===== src/rtl/alu_seq_pkg.sv =====
// rtl/alu_seq_pkg.sv - opcodes, sequencer states and opcode classification for alu_sequencer
package alu_seq_pkg;

    localparam logic [5:0] OP_AND  = 6'd36;
    localparam logic [5:0] OP_OR   = 6'd37;
    localparam logic [5:0] OP_ADD  = 6'd32;
    localparam logic [5:0] OP_SUB  = 6'd34;
    localparam logic [5:0] OP_SLT  = 6'd42;
    localparam logic [5:0] OP_SRL  = 6'd2;
    localparam logic [5:0] OP_DIVU = 6'd27;
    localparam logic [5:0] OP_MFHI = 6'd16;
    localparam logic [5:0] OP_MFLO = 6'd18;

    typedef enum logic [2:0] {
        ST_IDLE,
        ST_EXEC,
        ST_DIV,
        ST_MFHI,
        ST_MFLO,
        ST_RSP_HI,
        ST_RSP
    } seq_state_t;

    // Opcodes whose ALU result is ready one cycle after issue
    function automatic logic is_single_cycle(input logic [5:0] op);
        logic r;
        case (op)
            OP_AND, OP_OR, OP_ADD, OP_SUB, OP_SLT, OP_SRL: r = 1'b1;
            default:                                       r = 1'b0;
        endcase
        return r;
    endfunction

endpackage


===== src/rtl/alu_seq_div_timer.sv =====
// rtl/alu_seq_div_timer.sv - divide-window counter: load to zero, count up, flag DIV_WAIT-1
module alu_seq_div_timer #(
    parameter int DIV_WAIT = 35
) (
    input  logic clk,
    input  logic reset,
    input  logic load_i,
    input  logic en_i,
    output logic done_o
);

    localparam int CW = $clog2(DIV_WAIT) + 1;

    logic [CW-1:0] count_q;
    logic [CW-1:0] count_d;

    // Load has priority; the owner stops enabling once done, so the count never wraps
    always_comb begin
        count_d = count_q;
        if (load_i) begin
            count_d = '0;
        end else if (en_i) begin
            count_d = count_q + CW'(1);
        end
    end

    // Counter register
    always_ff @(posedge clk or negedge reset) begin
        if (!reset) begin
            count_q <= '0;
        end else begin
            count_q <= count_d;
        end
    end

    assign done_o = (count_q == CW'(DIV_WAIT - 1));

endmodule


===== src/rtl/alu_sequencer.sv =====
// rtl/alu_sequencer.sv - request/response front end that sequences ops and DIVU Hi/Lo readout on TotalALU
module alu_sequencer
    import alu_seq_pkg::*;
#(
    parameter int DIV_WAIT = 35
) (
    input  logic        clk,
    input  logic        reset,
    input  logic        req_valid,
    output logic        req_ready,
    input  logic [5:0]  req_signal,
    input  logic [31:0] req_a,
    input  logic [31:0] req_b,
    output logic        rsp_valid,
    input  logic        rsp_ready,
    output logic [31:0] rsp_data,
    output logic        rsp_hi,
    output logic        rsp_last,
    output logic        rsp_err,
    output logic        alu_reset,
    output logic [31:0] alu_dataA,
    output logic [31:0] alu_dataB,
    output logic [5:0]  alu_signal,
    input  logic [31:0] alu_out
);

    seq_state_t  state_q, state_d;
    logic        req_ready_q, req_ready_d;
    logic        rsp_valid_q, rsp_valid_d;
    logic [31:0] rsp_data_q, rsp_data_d;
    logic        rsp_hi_q, rsp_hi_d;
    logic        rsp_last_q, rsp_last_d;
    logic        rsp_err_q, rsp_err_d;
    logic [31:0] alu_a_q, alu_a_d;
    logic [31:0] alu_b_q, alu_b_d;
    logic [5:0]  alu_sig_q, alu_sig_d;
    logic [31:0] hi_q, hi_d;
    logic [31:0] lo_q, lo_d;
    logic        tmr_load;
    logic        tmr_en;
    logic        tmr_done;

    alu_seq_div_timer #(
        .DIV_WAIT (DIV_WAIT)
    ) u_div_timer (
        .clk    (clk),
        .reset  (reset),
        .load_i (tmr_load),
        .en_i   (tmr_en),
        .done_o (tmr_done)
    );

    // Next-state and registered-output decode; everything holds unless a state moves it
    always_comb begin
        state_d     = state_q;
        req_ready_d = req_ready_q;
        rsp_valid_d = rsp_valid_q;
        rsp_data_d  = rsp_data_q;
        rsp_hi_d    = rsp_hi_q;
        rsp_last_d  = rsp_last_q;
        rsp_err_d   = rsp_err_q;
        alu_a_d     = alu_a_q;
        alu_b_d     = alu_b_q;
        alu_sig_d   = alu_sig_q;
        hi_d        = hi_q;
        lo_d        = lo_q;
        tmr_load    = 1'b0;
        tmr_en      = 1'b0;
        case (state_q)
            ST_IDLE: begin
                if (req_valid) begin
                    req_ready_d = 1'b0;
                    alu_a_d     = req_a;
                    alu_b_d     = req_b;
                    if (is_single_cycle(req_signal)) begin
                        alu_sig_d = req_signal;
                        state_d   = ST_EXEC;
                    end else if (req_signal == OP_DIVU) begin
                        alu_sig_d = OP_DIVU;
                        tmr_load  = 1'b1;
                        state_d   = ST_DIV;
                    end else begin
                        // Unsupported opcode: answer at once, ALU control left at its idle AND
                        rsp_valid_d = 1'b1;
                        rsp_last_d  = 1'b1;
                        rsp_err_d   = 1'b1;
                        rsp_hi_d    = 1'b0;
                        rsp_data_d  = '0;
                        state_d     = ST_RSP;
                    end
                end
            end
            ST_EXEC: begin
                rsp_data_d  = alu_out;
                rsp_valid_d = 1'b1;
                rsp_last_d  = 1'b1;
                rsp_hi_d    = 1'b0;
                rsp_err_d   = 1'b0;
                state_d     = ST_RSP;
            end
            ST_DIV: begin
                if (tmr_done) begin
                    alu_sig_d = OP_MFHI;
                    state_d   = ST_MFHI;
                end else begin
                    tmr_en = 1'b1;
                end
            end
            ST_MFHI: begin
                hi_d      = alu_out;
                alu_sig_d = OP_MFLO;
                state_d   = ST_MFLO;
            end
            ST_MFLO: begin
                lo_d        = alu_out;
                rsp_data_d  = hi_q;
                rsp_valid_d = 1'b1;
                rsp_hi_d    = 1'b1;
                rsp_last_d  = 1'b0;
                rsp_err_d   = 1'b0;
                state_d     = ST_RSP_HI;
            end
            ST_RSP_HI: begin
                if (rsp_ready) begin
                    rsp_data_d = lo_q;
                    rsp_hi_d   = 1'b0;
                    rsp_last_d = 1'b1;
                    state_d    = ST_RSP;
                end
            end
            ST_RSP: begin
                if (rsp_ready) begin
                    rsp_valid_d = 1'b0;
                    rsp_data_d  = '0;
                    rsp_hi_d    = 1'b0;
                    rsp_last_d  = 1'b0;
                    rsp_err_d   = 1'b0;
                    req_ready_d = 1'b1;
                    alu_sig_d   = OP_AND;
                    alu_a_d     = '0;
                    alu_b_d     = '0;
                    state_d     = ST_IDLE;
                end
            end
            default: begin
                state_d = ST_IDLE;
            end
        endcase
    end

    // State and output registers; reset aborts any operation without a response
    always_ff @(posedge clk or negedge reset) begin
        if (!reset) begin
            state_q     <= ST_IDLE;
            req_ready_q <= 1'b1;
            rsp_valid_q <= 1'b0;
            rsp_data_q  <= '0;
            rsp_hi_q    <= 1'b0;
            rsp_last_q  <= 1'b0;
            rsp_err_q   <= 1'b0;
            alu_a_q     <= '0;
            alu_b_q     <= '0;
            alu_sig_q   <= OP_AND;
            hi_q        <= '0;
            lo_q        <= '0;
        end else begin
            state_q     <= state_d;
            req_ready_q <= req_ready_d;
            rsp_valid_q <= rsp_valid_d;
            rsp_data_q  <= rsp_data_d;
            rsp_hi_q    <= rsp_hi_d;
            rsp_last_q  <= rsp_last_d;
            rsp_err_q   <= rsp_err_d;
            alu_a_q     <= alu_a_d;
            alu_b_q     <= alu_b_d;
            alu_sig_q   <= alu_sig_d;
            hi_q        <= hi_d;
            lo_q        <= lo_d;
        end
    end

    assign req_ready  = req_ready_q;
    assign rsp_valid  = rsp_valid_q;
    assign rsp_data   = rsp_data_q;
    assign rsp_hi     = rsp_hi_q;
    assign rsp_last   = rsp_last_q;
    assign rsp_err    = rsp_err_q;
    assign alu_dataA  = alu_a_q;
    assign alu_dataB  = alu_b_q;
    assign alu_signal = alu_sig_q;
    assign alu_reset  = ~reset;

endmodule


===== config.mk =====
export PLATFORM = sky130hd
export DESIGN_NAME = alu_sequencer
export DESIGN_NICKNAME = d
export VERILOG_FILES = /design/src/rtl/alu_seq_pkg.sv /design/src/rtl/alu_seq_div_timer.sv /design/src/rtl/alu_sequencer.sv
export SDC_FILE = /design/constraint.sdc
export NUM_CORES = 1
export LEC_CHECK = 0
export CORE_UTILIZATION = 31
export CTS_CLUSTER_DIAMETER = 50
export DETAILED_ROUTE_END_ITERATION = 10
export DONT_BUFFER_PORTS = 1
export PLACE_DENSITY = 0.53
export SYNTH_ARGS = -nofsm -noshare
export SYNTH_HDL_FRONTEND = slang
export SYNTH_HIERARCHICAL = 1
export SYNTH_SLANG_ARGS = --single-unit

===== constraint.sdc =====
create_clock -name clk -period 4.8 [get_ports clk]
set_input_delay 0.96 -clock clk [delete_from_list [all_inputs] [get_ports clk]]
set_output_delay 0.96 -clock clk [all_outputs]
set_load 0.01 [all_outputs]

==> impl_metrics.py, run 1 <==
metrics = {
    "layout": {
        "drive_gt1_share_pct": 17.51,
        "final_net_count": 786,
        "area_growth_pct": 10.92,
        "diodes": 0,
    },
    "sta": {
        "finalClockSkew_ns": 0.01075,
        "rsz0062_at_grt": "false",
        "hold_violations": 0,
        "worst_slack_ns": 1.933,
        "slew_headroom_pct": 29.52,
        "fmax_mhz": 348.8,
        "drv_slew": 0,
        "setup_violations": 0,
        "post-route-period-util_pct": 59.73,
        "setup_tns_ns": 0,
        "worstMarginPinSlew_ns": 1.053,
        "post-route-min-period_ns": 2.867,
    },
    "logic_synthesis": {
        "synth.yosys.seq_area_share_pct": 57.91,
        "synth_fp_nets": 807,
        "synth_top_cell_area_share_pct": 56.91,
        "synth_edf_count": 0,
        "muxShareOfSynthArea_pct": 14.58,
        "synth_area_leaders": "dfrtp_1, mux2_2, nand2_1, a221o_1, mux2i_1",
        "netlist_area_sq_um": 7828,
        "synth_fa_ha_area_share_pct": 0.3197,
        "syn_avg_cell_area_sq_um": 11.20,
        "synth_top_area_cell": "dfrtp_1",
        "synth_ff_type": "dfrtp_1",
        "synthXorXnorAreaFrac_pct": 0.5595,
        "yosysWarnings": 6,
        "synth_simple_gate_area_share_pct": 11.56,
        "synth-compound-area-share_pct": 11.99,
        "yosysUniqueCellTypes": 51,
        "synth_cells": 699,
        "ys_ff_latch": 181,
        "async_reset_ff_share_pct": 100.0,
        "synth_top_family_by_area": "multiplexers",
    },
    "critical_path": {
        "crit_required_ns": 5.05,
        "cp-start-kind": "register",
        "worst-path-max-fanout": 56,
        "cp-end-kind": "register",
        "timing.rr.start": "state_q[1]$_DFFE_PN0P_",
        "arrival_ns": 3.12,
        "crit_path_start": "state_q[1]$_DFFE_PN0P_",
        "setup.reg_to_reg.worst_slack_ns": 1.93,
        "worst-setup-path-type": "reg -> reg",
    },
    "clocking": {
        "cts.clk_slew.worst_paths_ns": 0.08,
        "clock_latency_ns": 0.42,
        "ctsHoldBuffers": 0,
        "htree_levels": 4,
        "clock_path_buffers": 2,
        "cts-resized-gates": 0,
        "cts_root_buf": "clkbuf_16",
        "cts_tree": "done",
        "numCtsBuffers": 17,
        "post_cts_buffers": 0,
        "clkSinkCount": 181,
    },
    "floorplan": {
        "start_util_pct": 31.91,
        "die_area_sq_um": 25890,
        "core_sq_um": 24530,
        "die-height_microns": 160.9,
        "io_pins": 214,
        "rows": 57,
        "die_w_microns": 160.9,
    },
    "status": {
        "status": "completed",
    },
    "pwr": {
        "ir_drop_mv": 0.3077,
        "cellLeakagePower_nw": 3.989,
        "p_per_area_nw_per_um2": 705.1,
    },
    "detailed_routing": {
        "dr.first_iter.drc_count": 422,
        "vias_per_cell": 4.979,
        "routedWlPerCell_microns": 17.57,
        "vias": 5054,
        "drtAntennaViolNets": 0,
        "drtPass1Iterations": 4,
        "routed_wl_mm": 17.83,
        "drc": 0,
    },
    "grt": {
        "grt_max_degree": 183,
        "grt_antenna_before_repair": 0,
        "track_usage_pct": 13.94,
        "grt_pass1_vias": 4968,
        "grt_overflow": 0,
        "grt_pass1_wl_mm": 28.30,
    },
    "min_path": {
        "hold_class": "in -> async",
    },
    "placement": {
        "place_hpwl_mm": 11.36,
        "globalplace.congestion": 0.7474,
        "port_buffers": 0,
        "dp_slack_ns": 1.922,
    },
    "flow_run": {
        "maxCapViolations": 0,
    },
}
## routing by layer
layer	routed length, microns	GRT usage (%)	part of all wire [%]	up-vias
met5	0	0	0	-
met4	154	4.117	0.86	0
met3	1720	5.553	9.6	7
met2	8072	21.94	45	193
met1	7886	17.55	44	2453
li1	-	-	-	2401
## registers in the layout, indices dropped and copies added, names as in the netlist
name,count
alu_dataA,32
alu_dataB,32
hi_q,32
lo_q,32
rsp_data,32
u_div_timer/count_q,7
alu_signal,6
state_q,3
req_ready,1
rsp_err,1
rsp_hi,1
rsp_last,1
rsp_valid,1
## synthesized netlist by cell type (7+ instances only)
cell and count:
mux2_2 64, o21ai_0 66, a21oi_1 10, clkbuf_1 33, a221o_1 33, nor2_1 51
nand2_1 139, o21ai_1 8, dfrtp_1 178, buf_2 7, mux2i_1 33
## kinds of logic (layout without fill, tap and decap cells)
group	after synthesis	after routing
buffers and inverters	53	45
AO/OA/AOI/OAI	138	138
flip-flops	181	181
multiplexers	103	103
AND/OR/NAND/NOR	217	217
XOR/XNOR	5	5
adder cells (fa/ha/maj)	2	2
## layout make-up
class / instances / area, sq um
clock buffer: 18 / 429.2
clock inverter: 14 / 165.2
fill: 2435 / 15850
inverter: 6 / 22.52
multi-input combinational: 465 / 3073
sequential: 181 / 4534
tap: 324 / 405.4
timing repair buffer: 7 / 52.55
## path summary, 6_finish.rpt
path                                        endpoint  cells after the start
max                         alu_dataB[0]$_DFFE_PN0P_                      6
min                        alu_dataA[16]$_DFFE_PN0P_                      0
max reg2reg                 alu_dataB[0]$_DFFE_PN0P_                      6
min reg2reg                 rsp_data[19]$_DFFE_PN0P_                      1
max in group asynchronous   rsp_data[21]$_DFFE_PN0P_                      0
min in group clk            rsp_data[19]$_DFFE_PN0P_                      1
## metrics by stage
stage                     total power [mW]  utilization (%)  hold WS [ns]  cells  area (sq um)
after floorplan                      4.357                -        0.4741    699          7828
after global placement               4.742            32.97        0.4826    983          8088
after detailed placement             4.791            32.97        0.4872    983          8088
after CTS                            6.240            35.39        0.1963   1015          8682
after global routing                 6.578            35.39        0.1927   1015          8682
final                                6.122            35.39        0.2313   1015          8682
## placed cells by master (no fill, tap or decap), types with 3 or more instances in the layout
| cell type | instances |
|---|---|
| xor2_1 | 4 |
| nand2b_1 | 3 |
| mux2_2 | 64 |
| nor2b_1 | 3 |
| or3_1 | 3 |
| clkbuf_16 | 17 |
| o21ai_1 | 8 |
| or4b_1 | 3 |
| nand3_1 | 3 |
| nand2_1 | 137 |
| o21ai_0 | 66 |
| clkinv_4 | 5 |
| dfrtp_1 | 177 |
| inv_8 | 3 |
| mux2_4 | 6 |
| inv_1 | 6 |
| a221o_1 | 33 |
| mux2i_1 | 33 |
| dfstp_2 | 3 |
| buf_4 | 7 |
| a21oi_1 | 10 |
| nor2_1 | 50 |
| a32o_1 | 3 |
## report_power, final
group | switching [mW] | internal (mW)
Combinational | 0.871 | 0.883
Clock | 0.663 | 0.743
Sequential | 0.702 | 2.26
## worst max-delay path, stage by stage, from the launching register on
cell	delay [ns]
dfrtp_1	0.70
inv_1	0.24
nor2_1	0.44
nand2_2	0.69
buf_4	0.43
nand2_1	0.07
o21ai_0	0.07
No activity file was read; power rests on OpenSTA's default activity.
==> inputs of run 2 (changes only) <==
==> constraint.sdc (replaced) <==
create_clock -name clk -period 2.7 [get_ports clk]
set_input_delay 0.54 -clock clk [delete_from_list [all_inputs] [get_ports clk]]
set_output_delay 0.54 -clock clk [all_outputs]
set_load 0.01 [all_outputs]
==> run 2 against run 1 <==
Compared with the run above:
- the flow now finishes with violations (negative hold slack)
- setup slack got worse by 1.6 ns
- worst hold slack got worse by 0.43 ns
- power rose by 80%
- die area did not move
- global-route usage rose by 0.30 points
- clock power rose by 70%
- utilization rose by 0.34 points
- non-clock buffer count rose by 6
- via count rose by 1.3%
- count of clock-buffer cells in the layout did not move
- flip-flop and latch count did not move
- register-to-register slack got worse by 1.6 ns
- highest routed layer unchanged
==> impl_metrics.py, run 2 (synthesized netlist as in run 1, its figures left out) <==
metrics = {
    "status": {
        "status": "finished with violations",
        "violations": "negative hold slack",
    },
    "grt": {
        "grt_overflow": 0,
        "grt_use_met2_pct": 22.32,
        "use_met3_pct": 5.785,
        "grt_antenna_before_repair": 0,
        "track_usage_pct": 14.24,
        "grt.busiest_layer": "met2",
        "grt_pass1_wl_mm": 28.95,
        "grt_max_degree": 183,
        "use_met1_pct": 18.00,
        "grt_pass1_vias": 5129,
    },
    "critical_path": {
        "cp_slowest_stage_delay_ns": 0.43,
        "crit_slowest_cell": "or4b_1",
        "setup.reg_to_reg.worst_slack_ns": 0.37,
        "cp-start-kind": "register",
        "worst-setup-path-type": "reg -> reg",
        "crit_required_ns": 3.01,
        "timing.rr.start": "u_div_timer/count_q[0]$_DFFE_PN0P_",
        "arrival_ns": 2.64,
        "crit_chain": "inv_1, ha_1, or4b_1, nor3b_1, nor2_1, o31a_1, a21o_4, mux2_4",
        "rr_worst_depth": 8,
        "cp-end-kind": "register",
        "worst-path-max-fanout": 6,
        "reg2reg_to": "alu_signal[4]$_DFFE_PN0P_",
    },
    "sta": {
        "worstMarginPinSlew_ns": 0.5505,
        "fin_hold_ws_ns": -0.1989,
        "setup_tns_ns": 0,
        "drv_slew": 0,
        "rsz0062_at_grt": "false",
        "finalClockSkew_ns": 0.01104,
        "post-route-period-util_pct": 86.17,
        "post-route-min-period_ns": 2.327,
        "setup_violations": 0,
        "slew_headroom_pct": 63.21,
        "fmax_mhz": 429.8,
        "hold_violations": 178,
    },
    "detailed_routing": {
        "vias_per_cell": 5.020,
        "drtPass1Iterations": 4,
        "dr.first_iter.drc_count": 445,
        "drtAntennaViolNets": 0,
        "routed_wl_mm": 18.23,
        "routedWlPerCell_microns": 17.87,
        "drc": 0,
        "vias": 5120,
    },
    "layout": {
        "layout_commonest_cell": "dfrtp_1",
        "final_net_count": 792,
        "final_cell_mix": "dfrtp_1, nand2_1, o21ai_0",
        "diodes": 0,
        "n_fill_cell": 2483,
        "area_growth_pct": 11.97,
        "drive_gt1_share_pct": 18.25,
    },
    "pwr": {
        "power_mw": 11.00,
        "p_per_area_nw_per_um2": 1255,
        "cellLeakagePower_nw": 4.038,
        "ir_drop_mv": 0.3952,
    },
    "clocking": {
        "cts_tree": "done",
        "numCtsBuffers": 17,
        "clkSinkCount": 181,
        "cts-resized-gates": 0,
        "post_cts_buffers": 0,
        "htree_levels": 4,
        "clock_path_buffers": 2,
        "cts.clk_slew.worst_paths_ns": 0.08,
        "cts_root_buf": "clkbuf_16",
        "clock_latency_ns": 0.43,
    },
    "min_path": {
        "hold_class": "in -> async",
    },
    "floorplan": {
        "die-height_microns": 160.9,
        "die_w_microns": 160.9,
        "start_util_pct": 31.91,
        "rows": 57,
        "die_area_sq_um": 25890,
        "io_pins": 214,
        "core_sq_um": 24530,
    },
    "placement": {
        "port_buffers": 0,
        "globalplace.congestion": 0.7389,
        "place_hpwl_mm": 11.70,
    },
    "flow_run": {
        "maxCapViolations": 0,
    },
}
[run 2: cell types whose count changed in the layout (fill, tap and decap cells not counted)]
cell | previous run | this run
inv_6 | 2 | 5
inv_8 | 3 | 2
clkinv_4 | 5 | 2
bufinv_16 | 1 | 0
buf_12 | 0 | 6
clkinv_2 | 0 | 2
clkbuf_1 | 1 | 0
clkinv_8 | 2 | 1
clkbuf_8 | 0 | 1
[run 2: metrics by stage]
stage	hold WS [ns]	area [sq um]	util, %	setup slack [ns]	cells
3_5_place_dp	0.2488	8208	33.46	0.3638	989
2_1_floorplan	0.2444	7828	-	0.5001	699
3_3_place_gp	0.2479	8208	33.46	0.4039	989
6_report	-0.1989	8765	35.73	0.3734	1020
4_1_cts	-0.2207	8765	35.73	0.3494	1020
5_1_grt	-0.2337	8765	35.73	0.2349	1020
[run 2: report_power, final]
| part | internal [mW] | total, mW | switching [mW] |
|---|---|---|---|
| Clock | 1.23 | 2.39 | 1.16 |
| Combinational | 1.69 | 3.37 | 1.67 |
| Sequential | 4.02 | 5.25 | 1.23 |
[run 2: cell type report]
type                    instances  area (sq um)  share of cell area (%)
clock buffers                  18         439.2                   5.011
repair buffers                 13         172.7                   1.970
well taps                     324         405.4                   4.625
clock inverters                13         117.6                   1.342
inverters                       6         22.52                  0.2570
flip-flops and latches        181          4534                   51.73
multi-input cells             465          3073                   35.06
[run 2: metal layers]
metal	vias up	wire, microns
li1	2408	-
met2	188	8269
met1	2515	8069
met3	9	1755
met5	-	0
met4	0	130
[run 2: worst max-delay path, delay by kind of cell (launching register included)]
family	cells	cell delay, ns
adders and majority gates	1	0.13
DFF	1	0.42
and+or+nand+nor	3	0.81
AOI/OAI and AO/OA	2	0.49
muxes	1	0.30
buffers and inverters	1	0.08
[run 2: worst max path at each step]
| stage | from | end | slack (ns) | cells past startpoint |
|---|---|---|---|---|
| 6_report | u_div_timer/count_q[0]$_DFFE_PN0P_ | alu_signal[4]$_DFFE_PN0P_ | 0.37 | 8 |
| 5_1_grt | u_div_timer/count_q[0]$_DFFE_PN0P_ | alu_signal[1]$_DFFE_PN0P_ | 0.23 | 8 |
| 4_1_cts | u_div_timer/count_q[0]$_DFFE_PN0P_ | alu_signal[0]$_DFFE_PN0P_ | 0.35 | 8 |
| 3_5_place_dp | u_div_timer/count_q[0]$_DFFE_PN0P_ | alu_signal[0]$_DFFE_PN0P_ | 0.36 | 8 |
| 3_3_place_gp | u_div_timer/count_q[0]$_DFFE_PN0P_ | alu_signal[0]$_DFFE_PN0P_ | 0.40 | 8 |
| 2_1_floorplan | u_div_timer/count_q[0]$_DFFE_PN0P_ | alu_signal[0]$_DFFE_PN0P_ | 0.50 | 8 |
